--- config.mk ---
export PLATFORM = sky130hd
export DESIGN_NAME = regfile_write_arbiter
export DESIGN_NICKNAME = d
export VERILOG_FILES = /design/src/rtl/regfile_write_arbiter_pkg.sv /design/src/rtl/regfile_write_arbiter_rr_arbiter2.sv /design/src/rtl/regfile_write_arbiter.sv
export SDC_FILE = /design/constraint.sdc
export NUM_CORES = 1
export LEC_CHECK = 0
export CAP_MARGIN = 10
export CORE_ASPECT_RATIO = 1.5
export CORE_UTILIZATION = 55
export CTS_BUF_LIST = sky130_fd_sc_hd__clkbuf_8
export CTS_CLUSTER_DIAMETER = 150
export DETAILED_ROUTE_END_ITERATION = 12
export DONT_BUFFER_PORTS = 1
export PLACE_DENSITY = 0.81
export SLEW_MARGIN = 25
export SYNTH_ARGS = -nofsm -noshare
export SYNTH_HDL_FRONTEND = slang
export SYNTH_HIERARCHICAL = 1
export SYNTH_SLANG_ARGS = --single-unit
--- constraint.sdc ---
create_clock -name clk -period 2.8 [get_ports clk]
set_input_delay 0.56 -clock clk [delete_from_list [all_inputs] [get_ports clk]]
set_output_delay 0.56 -clock clk [all_outputs]
set_load 0.01 [all_outputs]
--- src/rtl/regfile_write_arbiter_pkg.sv ---
`default_nettype none
// ============================================================================
//  Module      : regfile_write_arbiter_pkg
//  Description : Shared register-file constants and writeback requester ids
//                used by the register-file write arbiter and its round-robin
//                grant sub-module.
//  Revision    : 1.0 - initial release
// ============================================================================
package regfile_write_arbiter_pkg;

   localparam int                    REG_ADDR_W = 5;
   localparam int                    REG_DATA_W = 32;
   localparam logic [REG_ADDR_W-1:0] REG_ZERO   = 5'd0;

   // Requester ids; also the encoding of grant_id / last_grant.
   localparam logic REQ_ALU  = 1'b0;
   localparam logic REQ_LOAD = 1'b1;

endpackage : regfile_write_arbiter_pkg
`default_nettype wire

--- src/rtl/regfile_write_arbiter_rr_arbiter2.sv ---
`default_nettype none
// ============================================================================
//  Module      : regfile_write_arbiter_rr_arbiter2
//  Description : Two-way round-robin arbiter (rr_arbiter2) with its own
//                last-grant flop. Generic valid/ready grant so it can be
//                reused for other shared ports.
//  Ports       : clk, rst_n    - clock, asynchronous active-low reset
//                req_valid[1:0]- per-requester request
//                req_ready[1:0]- one-hot (or zero) grant, combinational
//                grant_id      - index of the granted requester this cycle
//  Revision    : 1.0 - initial release
// ============================================================================
module regfile_write_arbiter_rr_arbiter2
   import regfile_write_arbiter_pkg::*;
(
   input  logic       clk,
   input  logic       rst_n,
   input  logic [1:0] req_valid,
   output logic [1:0] req_ready,
   output logic       grant_id
);

   logic       r_last_grant;
   logic [1:0] w_ready;

   // Grant decision. A ready is never asserted without its own valid, so
   // valid && ready reduces to ready, and each ready depends only on the
   // valids and the history flop. Readies are held low while in reset.
   always_comb begin
      w_ready = 2'b00;
      if (rst_n) begin
         case (req_valid)
            2'b01:   w_ready = 2'b01;
            2'b10:   w_ready = 2'b10;
            2'b11:   w_ready = (r_last_grant == REQ_ALU) ? 2'b10 : 2'b01;
            default: w_ready = 2'b00;
         endcase
      end
   end

   // Reset value REQ_LOAD so that the ALU requester wins the first contest.
   always_ff @(posedge clk or negedge rst_n) begin
      if (!rst_n) begin
         r_last_grant <= REQ_LOAD;
      end else if (|w_ready) begin
         r_last_grant <= w_ready[1];
      end
   end

   assign req_ready = w_ready;
   assign grant_id  = w_ready[1];

endmodule : regfile_write_arbiter_rr_arbiter2
`default_nettype wire

--- src/rtl/regfile_write_arbiter.sv ---
`default_nettype none
// ============================================================================
//  Module      : regfile_write_arbiter
//  Description : Shares the single register_file write port between the ALU
//                writeback (requester 0) and the load / multi-cycle writeback
//                (requester 1). Round-robin grant, one registered output
//                stage (latency 1), writes to register 0 are dropped here.
//  Ports       : clk, rst_n                 - clock, async active-low reset
//                reqN_valid/ready/addr/data - per-requester handshake
//                rf_write, rf_addr, rf_data - registered register_file port
//                grant_id                   - owner of the current rf_write
//  Optional    : REGFILE_WRITE_ARB_BYPASS_EN adds rd_addr_a/b, rf_data_a/b
//                inputs and fwd_data_a/b outputs that forward the write in
//                flight over the raw register_file read data.
//  Revision    : 1.0 - initial release
// ============================================================================
module regfile_write_arbiter
   import regfile_write_arbiter_pkg::*;
#(
   parameter int DATA_W = REG_DATA_W,
   parameter int ADDR_W = REG_ADDR_W
) (
   input  logic              clk,
   input  logic              rst_n,
   input  logic              req0_valid,
   output logic              req0_ready,
   input  logic [ADDR_W-1:0] req0_addr,
   input  logic [DATA_W-1:0] req0_data,
   input  logic              req1_valid,
   output logic              req1_ready,
   input  logic [ADDR_W-1:0] req1_addr,
   input  logic [DATA_W-1:0] req1_data,
   output logic              rf_write,
   output logic [ADDR_W-1:0] rf_addr,
   output logic [DATA_W-1:0] rf_data,
   output logic              grant_id
`ifdef REGFILE_WRITE_ARB_BYPASS_EN
   ,
   input  logic [ADDR_W-1:0] rd_addr_a,
   input  logic [ADDR_W-1:0] rd_addr_b,
   input  logic [DATA_W-1:0] rf_data_a,
   input  logic [DATA_W-1:0] rf_data_b,
   output logic [DATA_W-1:0] fwd_data_a,
   output logic [DATA_W-1:0] fwd_data_b
`endif
);

   logic [1:0]        w_ready;
   logic              w_grant_id;
   logic              w_accept;
   logic              w_commit;
   logic [ADDR_W-1:0] w_sel_addr;
   logic [DATA_W-1:0] w_sel_data;

   logic              r_rf_write;
   logic [ADDR_W-1:0] r_rf_addr;
   logic [DATA_W-1:0] r_rf_data;
   logic              r_grant_id;

   regfile_write_arbiter_rr_arbiter2 u_rr_arbiter2 (
      .clk       (clk),
      .rst_n     (rst_n),
      .req_valid ({req1_valid, req0_valid}),
      .req_ready (w_ready),
      .grant_id  (w_grant_id)
   );

   assign req0_ready = w_ready[0];
   assign req1_ready = w_ready[1];

   assign w_accept   = |w_ready;
   assign w_sel_addr = (w_grant_id == REQ_LOAD) ? req1_addr : req0_addr;
   assign w_sel_data = (w_grant_id == REQ_LOAD) ? req1_data : req0_data;

   // A transfer to register 0 is still accepted (the requester sees ready and
   // the arbiter history advances) but never reaches the register file.
   assign w_commit   = w_accept && (w_sel_addr != '0);

   // Output stage drains every cycle, so no back-pressure reaches the
   // arbiter. Address/data/id only load on a real write and otherwise hold.
   always_ff @(posedge clk or negedge rst_n) begin
      if (!rst_n) begin
         r_rf_write <= 1'b0;
         r_rf_addr  <= '0;
         r_rf_data  <= '0;
         r_grant_id <= REQ_ALU;
      end else begin
         r_rf_write <= w_commit;
         if (w_commit) begin
            r_rf_addr  <= w_sel_addr;
            r_rf_data  <= w_sel_data;
            r_grant_id <= w_grant_id;
         end
      end
   end

   assign rf_write = r_rf_write;
   assign rf_addr  = r_rf_addr;
   assign rf_data  = r_rf_data;
   assign grant_id = r_grant_id;

`ifdef REGFILE_WRITE_ARB_BYPASS_EN
   // The register file commits at the end of the rf_write cycle, so a read of
   // the same register during that cycle would see stale data. Forward the
   // in-flight value instead; register 0 is never forwarded.
   assign fwd_data_a = (r_rf_write && (rd_addr_a == r_rf_addr) && (rd_addr_a != '0))
                       ? r_rf_data : rf_data_a;
   assign fwd_data_b = (r_rf_write && (rd_addr_b == r_rf_addr) && (rd_addr_b != '0))
                       ? r_rf_data : rf_data_b;
`endif

endmodule : regfile_write_arbiter
`default_nettype wire
Word level (Yosys, flattened, before mapping)
Index checks and enable logic that the tools add are counted.
{"block": "word_totals", "input_bits": 78, "output_inout_bits": 41, "reg_bits": 40}
{"block": "classes", "mux": 5, "n_reduce_logical": 3, "n_eq_ne": 3}
{"operator": "$mux W32", "count": 1}
{"operator": "$pmux W2 S3", "count": 1}
{"operator": "$mux W5", "count": 1}
{"operator": "$reduce_bool A5 Y1", "count": 1}
{"operator": "$eq A2 B2 Y1 const B", "count": 2}
{"operator": "$mux W2", "count": 2}
{"operator": "$eq A2 B1 Y1 const B", "count": 1}
{"operator": "$reduce_or A2 Y1", "count": 1}
{"operator": "$logic_and A1 B1 Y1", "count": 1}

Longest topological paths before layout
{"block": "logic_depth", "word_depth": 6, "depth_mapped": 8}

By module
Netlist, hierarchy kept.
{"mod": "regfile_write_arbiter", "seq_area_each_um2": 975.9, "area_per_inst_um2": 1983.2, "instances": 1, "cells_per_inst": 129}
{"mod": "regfile_write_arbiter_rr_arbiter2", "seq_area_each_um2": 26.3, "area_per_inst_um2": 70.1, "instances": 1, "cells_per_inst": 9}

Worst setup path before layout
Ideal clock, no wire load.
{"block": "synth_timing", "path_type": "input to register", "startpoint": "input rst_n", "endpoint": "register r_rf_data[10] (netlist: rf_data[10])", "cell_stages": 6, "setup_time_ps": 125, "required_time_ps": 2675, "t_arrival_ps": 2207, "slack_ps": 468, "path_buffers": 2, "path_cell_list": "nand2_1 > a21oi_1 > buf_1 > buf_1 > mux2_2 > mux2_4"}
{"block": "synth_between", "elab_chain_cells": 4, "elab_cells_between_ends": 6, "cone_classes": "mux (3); reduce/logical (3)"}
{"item": "start, declared", "line_no": "regfile_write_arbiter.sv:24", "source": "input logic rst_n,"}
{"item": "$mux W2 (*)", "line_no": "regfile_write_arbiter_rr_arbiter2.sv:31", "source": "if (rst_n) begin"}
{"item": "named net w_grant_id", "line_no": "regfile_write_arbiter.sv:49", "source": "logic w_grant_id;"}
{"item": "$mux W5", "line_no": "regfile_write_arbiter.sv:72", "source": "assign w_sel_addr = (w_grant_id == REQ_LOAD) ? req1_addr : req0_addr;"}
{"item": "$reduce_bool A5 Y1", "line_no": "regfile_write_arbiter.sv:77", "source": "assign w_commit = w_accept && (w_sel_addr != '0);"}
{"item": "$logic_and A1 B1 Y1", "line_no": "regfile_write_arbiter.sv:77"}
{"item": "end signal, assigned", "line_no": "regfile_write_arbiter.sv:91", "source": "r_rf_data <= w_sel_data;"}
{"item": "end, declared", "line_no": "regfile_write_arbiter.sv:57", "source": "logic [DATA_W-1:0] r_rf_data;"}
Mark *: on every way through the listed nets, which the timed path passes. The rest lies on a longest branch.
A chain may end at the register's enable or synchronous reset.

Worst setup path in the final report
{"block": "layout_timing", "startpoint": "register u_rr_arbiter2.r_last_grant", "endpoint": "register r_rf_data[21] (netlist: rf_data[21])"}
{"block": "layout_between", "elab_chain_cells": 6, "elab_cells_between_ends": 8, "cone_classes": "mux (5); reduce/logical (3)"}
{"item": "start, declared", "line_no": "regfile_write_arbiter_rr_arbiter2.sv:23", "source": "logic r_last_grant;"}
{"item": "start signal, assigned", "line_no": "regfile_write_arbiter_rr_arbiter2.sv:46", "source": "r_last_grant <= w_ready[1];"}
{"item": "$mux W2 (*)", "line_no": "regfile_write_arbiter_rr_arbiter2.sv:35", "source": "2'b11: w_ready = (r_last_grant == REQ_ALU) ? 2'b10 : 2'b01;"}
{"item": "$pmux W2 S3 (*)", "line_no": "regfile_write_arbiter_rr_arbiter2.sv:32", "source": "case (req_valid)"}
{"item": "$mux W2 (*)", "line_no": "regfile_write_arbiter_rr_arbiter2.sv:31"}
{"item": "$mux W5", "line_no": "regfile_write_arbiter.sv:72"}
{"item": "$reduce_bool A5 Y1", "line_no": "regfile_write_arbiter.sv:77"}
{"item": "$logic_and A1 B1 Y1", "line_no": "regfile_write_arbiter.sv:77"}
Mark *: on every way between the ends. The rest lies on a longest branch, timed or not.

==> results.md <==
* Delay of the slowest critical-path stage at roughly 570 ps
* Total count of max-transition violations in the final report at 0
* Number of nets in the final layout at roughly 220
* Share of the synthesized area in the top cell type at between 40% and 50%
* Number of clock sinks at 40
* CP endpoint kind: flop
* Max transition margin at 76.11%
* Post-route worst setup slack at 589.0 ps
* Pin slew with the least headroom to its limit at roughly 350 ps
* Crit path to: rf_data[21]
* Leakage component of the power at roughly 0.93 nW
* Ranking of synthesized cells by area: sky130_fd_sc_hd__dfrtp_1 (48%), sky130_fd_sc_hd__mux2_2 (28%), sky130_fd_sc_hd__mux2_4 (15%)
* Final hold violations at 0
* Number of rows created at floorplan at 26
* Port bufs at 0
* Count of maximum capacitance violations at 0
* Final count of negative-setup-slack endpoints at 0
* CTS tree: built
* Per-cell routed wire length at 22.07 um
* Worst supply voltage drop on vdd at 0.0004675 V
* CTS hold repair buffers at 1
* Final clock skew at between 9 and 10 ps
* Cell accounting for the most synthesized area: sky130_fd_sc_hd__dfrtp_1
* Data required, critical path at around 3000 ps
* First-pass GRT wire length at ~6500 um
* Power per cell area at 727.4 nW/um^2
* Maximum number of pins on one net before global-route repair at 40
* Setup repair after global routing missed its margin: false
* Maximum clock path buffer count at 2
* Startpoint of the most critical setup path: u_rr_arbiter2/r_last_grant
* Count of yosys warnings during synthesis at 6
* Clock transition at the registers of the reported paths at ~80 ps
* Wirelength, routed at 4060 um
* Vias in the first global route at 1321
* Arrival @ worst endpoint at around 2400 ps
* Num ports at 119
* Layout-stage area growth over the synthesis result at 7.861%
* Post-DR vias/cell at 6.196
* Register-to-register path setup slack at 590 ps
* Status: complete, no violations
* Time the final worst path needs with I/O delays and setup at 2211 ps
* Level count of the clock H-tree at 2
* Number of antenna violations at the first check in global routing at 0
* Width of the die at between 50 and 60 um
* Remaining global-route overflow at 0
* Master cell of the clock root buffer: sky130_fd_sc_hd__clkbuf_8
* Post-DP HPWL at around 3000 um
* Combined global-route utilization of all metal layers at between 20 and 25%
* Seq/Total Area, Yosys at a little under 50%
* Worst-path fanout max at 21
* Unique masters post-synth at 20
* Number of clock buffers inserted by TritonCTS at 5
* Stages on the worst setup path at 6
* Post-cts repair resize count at 0
* Cell area after synthesis at roughly 2100 sq um
* Count of antenna diodes in the layout at 0
* Worst setup path category: flop to flop
* Clock insertion delay at the later pin of the skew report at roughly 290 ps
* Vias at 1140
* Initial DRC count at 13
* Count of state elements after synthesis at 40
* Final routed DRC violation total at 0
* Reg2Reg Launch Point: u_rr_arbiter2/r_last_grant
* Crit-path leading delay family: flip-flops
* Classification of the worst-slack hold path: input port to async pin
* Layout cell share with drive strength beyond 1 at 62.68%
* Syn Inst Count at around 140
* Worst reg2reg path endpoint: rf_data[21]
* Area of the core at 3481 sq um
* Buffer and inverter count on the worst path at 1
* Average cell area after synthesis at ~15 sq um
* Sum of negative setup slack at 0 ps
* Drt first pass iters at 4
* Startpoint class of the critical path: flop
* Gp weighted congestion at roughly 0.72
* Ordered cell list for the critical path: a21oi_4 -> or4_1 -> o22ai_2 -> a21oi_4 -> buf_4 -> mux2_4
* Post-detailed-route count of antenna-violating nets at 0
* Cell seen most often among critical-path stages: sky130_fd_sc_hd__a21oi_4
* Die height at roughly 77 um
* Die area at 3986 sq um
* Syn nets at between 200 and 250
* Slowest library cell on the worst path: sky130_fd_sc_hd__dfstp_2
* Post-placement setup slack at 389.5 ps
* Cell depth of the worst flop-to-flop path at 6
* F_max at ~450 MHz
* Initial standard-cell utilization of the core at 58.99%
* Post-CTS setup-driven buffer insertion count at 0
* Ratio of final minimum period to clock period at between 70 and 80%
-- per-stage QoR --
stage | area (sq um) | utilization (%) | total power, mW | hold slack (ps) | std cells
after floorplan | 2053 | - | 1.143 | 264.4 | 138
after global placement | 2097 | 60.24 | 1.189 | 265.3 | 175
after detailed placement | 2097 | 60.24 | 1.212 | 265.2 | 175
after CTS | 2215 | 63.62 | 1.625 | 98.37 | 184
after global routing | 2215 | 63.62 | 1.685 | 90.59 | 184
final | 2215 | 63.62 | 1.611 | 103.9 | 184
-- power by group --
| group | internal [mW] | total, mW | switching (mW) |
|---|---|---|---|
| Clock | 0.199 | 0.398 | 0.199 |
| Sequential | 0.718 | 0.889 | 0.171 |
| Combinational | 0.211 | 0.324 | 0.113 |
| Total | 1.13 | 1.61 | 0.482 |
-- worst min path at each step --
stage	from	to	slack, ps	depth (start not counted)
after floorplan	rst_n	grant_id	260	0
after global placement	rst_n	rf_data[8]	270	0
after detailed placement	rst_n	rf_data[11]	270	0
after CTS	rst_n	u_rr_arbiter2/r_last_grant	100	0
after global routing	rst_n	u_rr_arbiter2/r_last_grant	90	0
final	rst_n	rf_data[5]	100	1
-- per-layer routing --
metal	GRT usage, %	vias to the layer above	share of wire, %
met5	0	-	0
met4	5.676	0	1.3
met3	8.135	7	9.0
met2	39.74	77	55
met1	23.09	555	35
li1	-	501	-
-- cell families (layout without fill, tap and decap cells) --
logic type / Yosys count / after routing / share of synthesized area (%)
buffers and inverters: 11 / 15 / 3.351
flip-flops: 40 / 40 / 48.81
multiplexers: 73 / 73 / 43.57
AO/OA/AOI/OAI: 8 / 8 / 2.559
AND/OR/NAND/NOR: 6 / 6 / 1.707
-- Yosys cell counts (all sizes together) --
library cell / number
mux2: 71
dfrtp: 39
buf: 9
a21oi: 4
inv: 2
mux2i: 2
nand2: 2
o21ai: 2
o22ai: 2
and3: 1
dfstp: 1
nor2: 1
or4: 1
or4b: 1
-- layout by cell type, fill, tap and decap left out --
cell type and instances:
sky130_fd_sc_hd__or4_1 1, sky130_fd_sc_hd__mux2i_1 2, sky130_fd_sc_hd__mux2_4 20, sky130_fd_sc_hd__o22ai_1 1
sky130_fd_sc_hd__buf_4 4, sky130_fd_sc_hd__dfrtp_1 39, sky130_fd_sc_hd__a21oi_4 2, sky130_fd_sc_hd__dfstp_2 1
sky130_fd_sc_hd__o22ai_2 1, sky130_fd_sc_hd__buf_12 1, sky130_fd_sc_hd__a21oi_2 1, sky130_fd_sc_hd__nand2_1 2
sky130_fd_sc_hd__and3_1 1, sky130_fd_sc_hd__nor2_1 1, sky130_fd_sc_hd__clkinvlp_4 2, sky130_fd_sc_hd__clkbuf_8 6
sky130_fd_sc_hd__mux2_2 51, sky130_fd_sc_hd__a21oi_1 1, sky130_fd_sc_hd__or4b_1 1, sky130_fd_sc_hd__o21ai_0 2
sky130_fd_sc_hd__inv_1 2
-- cell type report --
cell class | count | area (sq um)
inverter | 2 | 7.507
clock buffer | 6 | 82.58
sequential | 40 | 1002
clock inverter | 2 | 15.01
timing repair buffer | 5 | 50.05
tap | 42 | 52.55
fill | 269 | 1266
multi-input combinational | 87 | 1005
-- state kept, by name, summed over array words and instances (netlist names) --
| signal | count |
|---|---|
| rf_write | 1 |
| rf_addr | 5 |
| u_rr_arbiter2/r_last_grant | 1 |
| rf_data | 32 |
| grant_id | 1 |
Note: power is estimated with default switching activity, not from simulation.
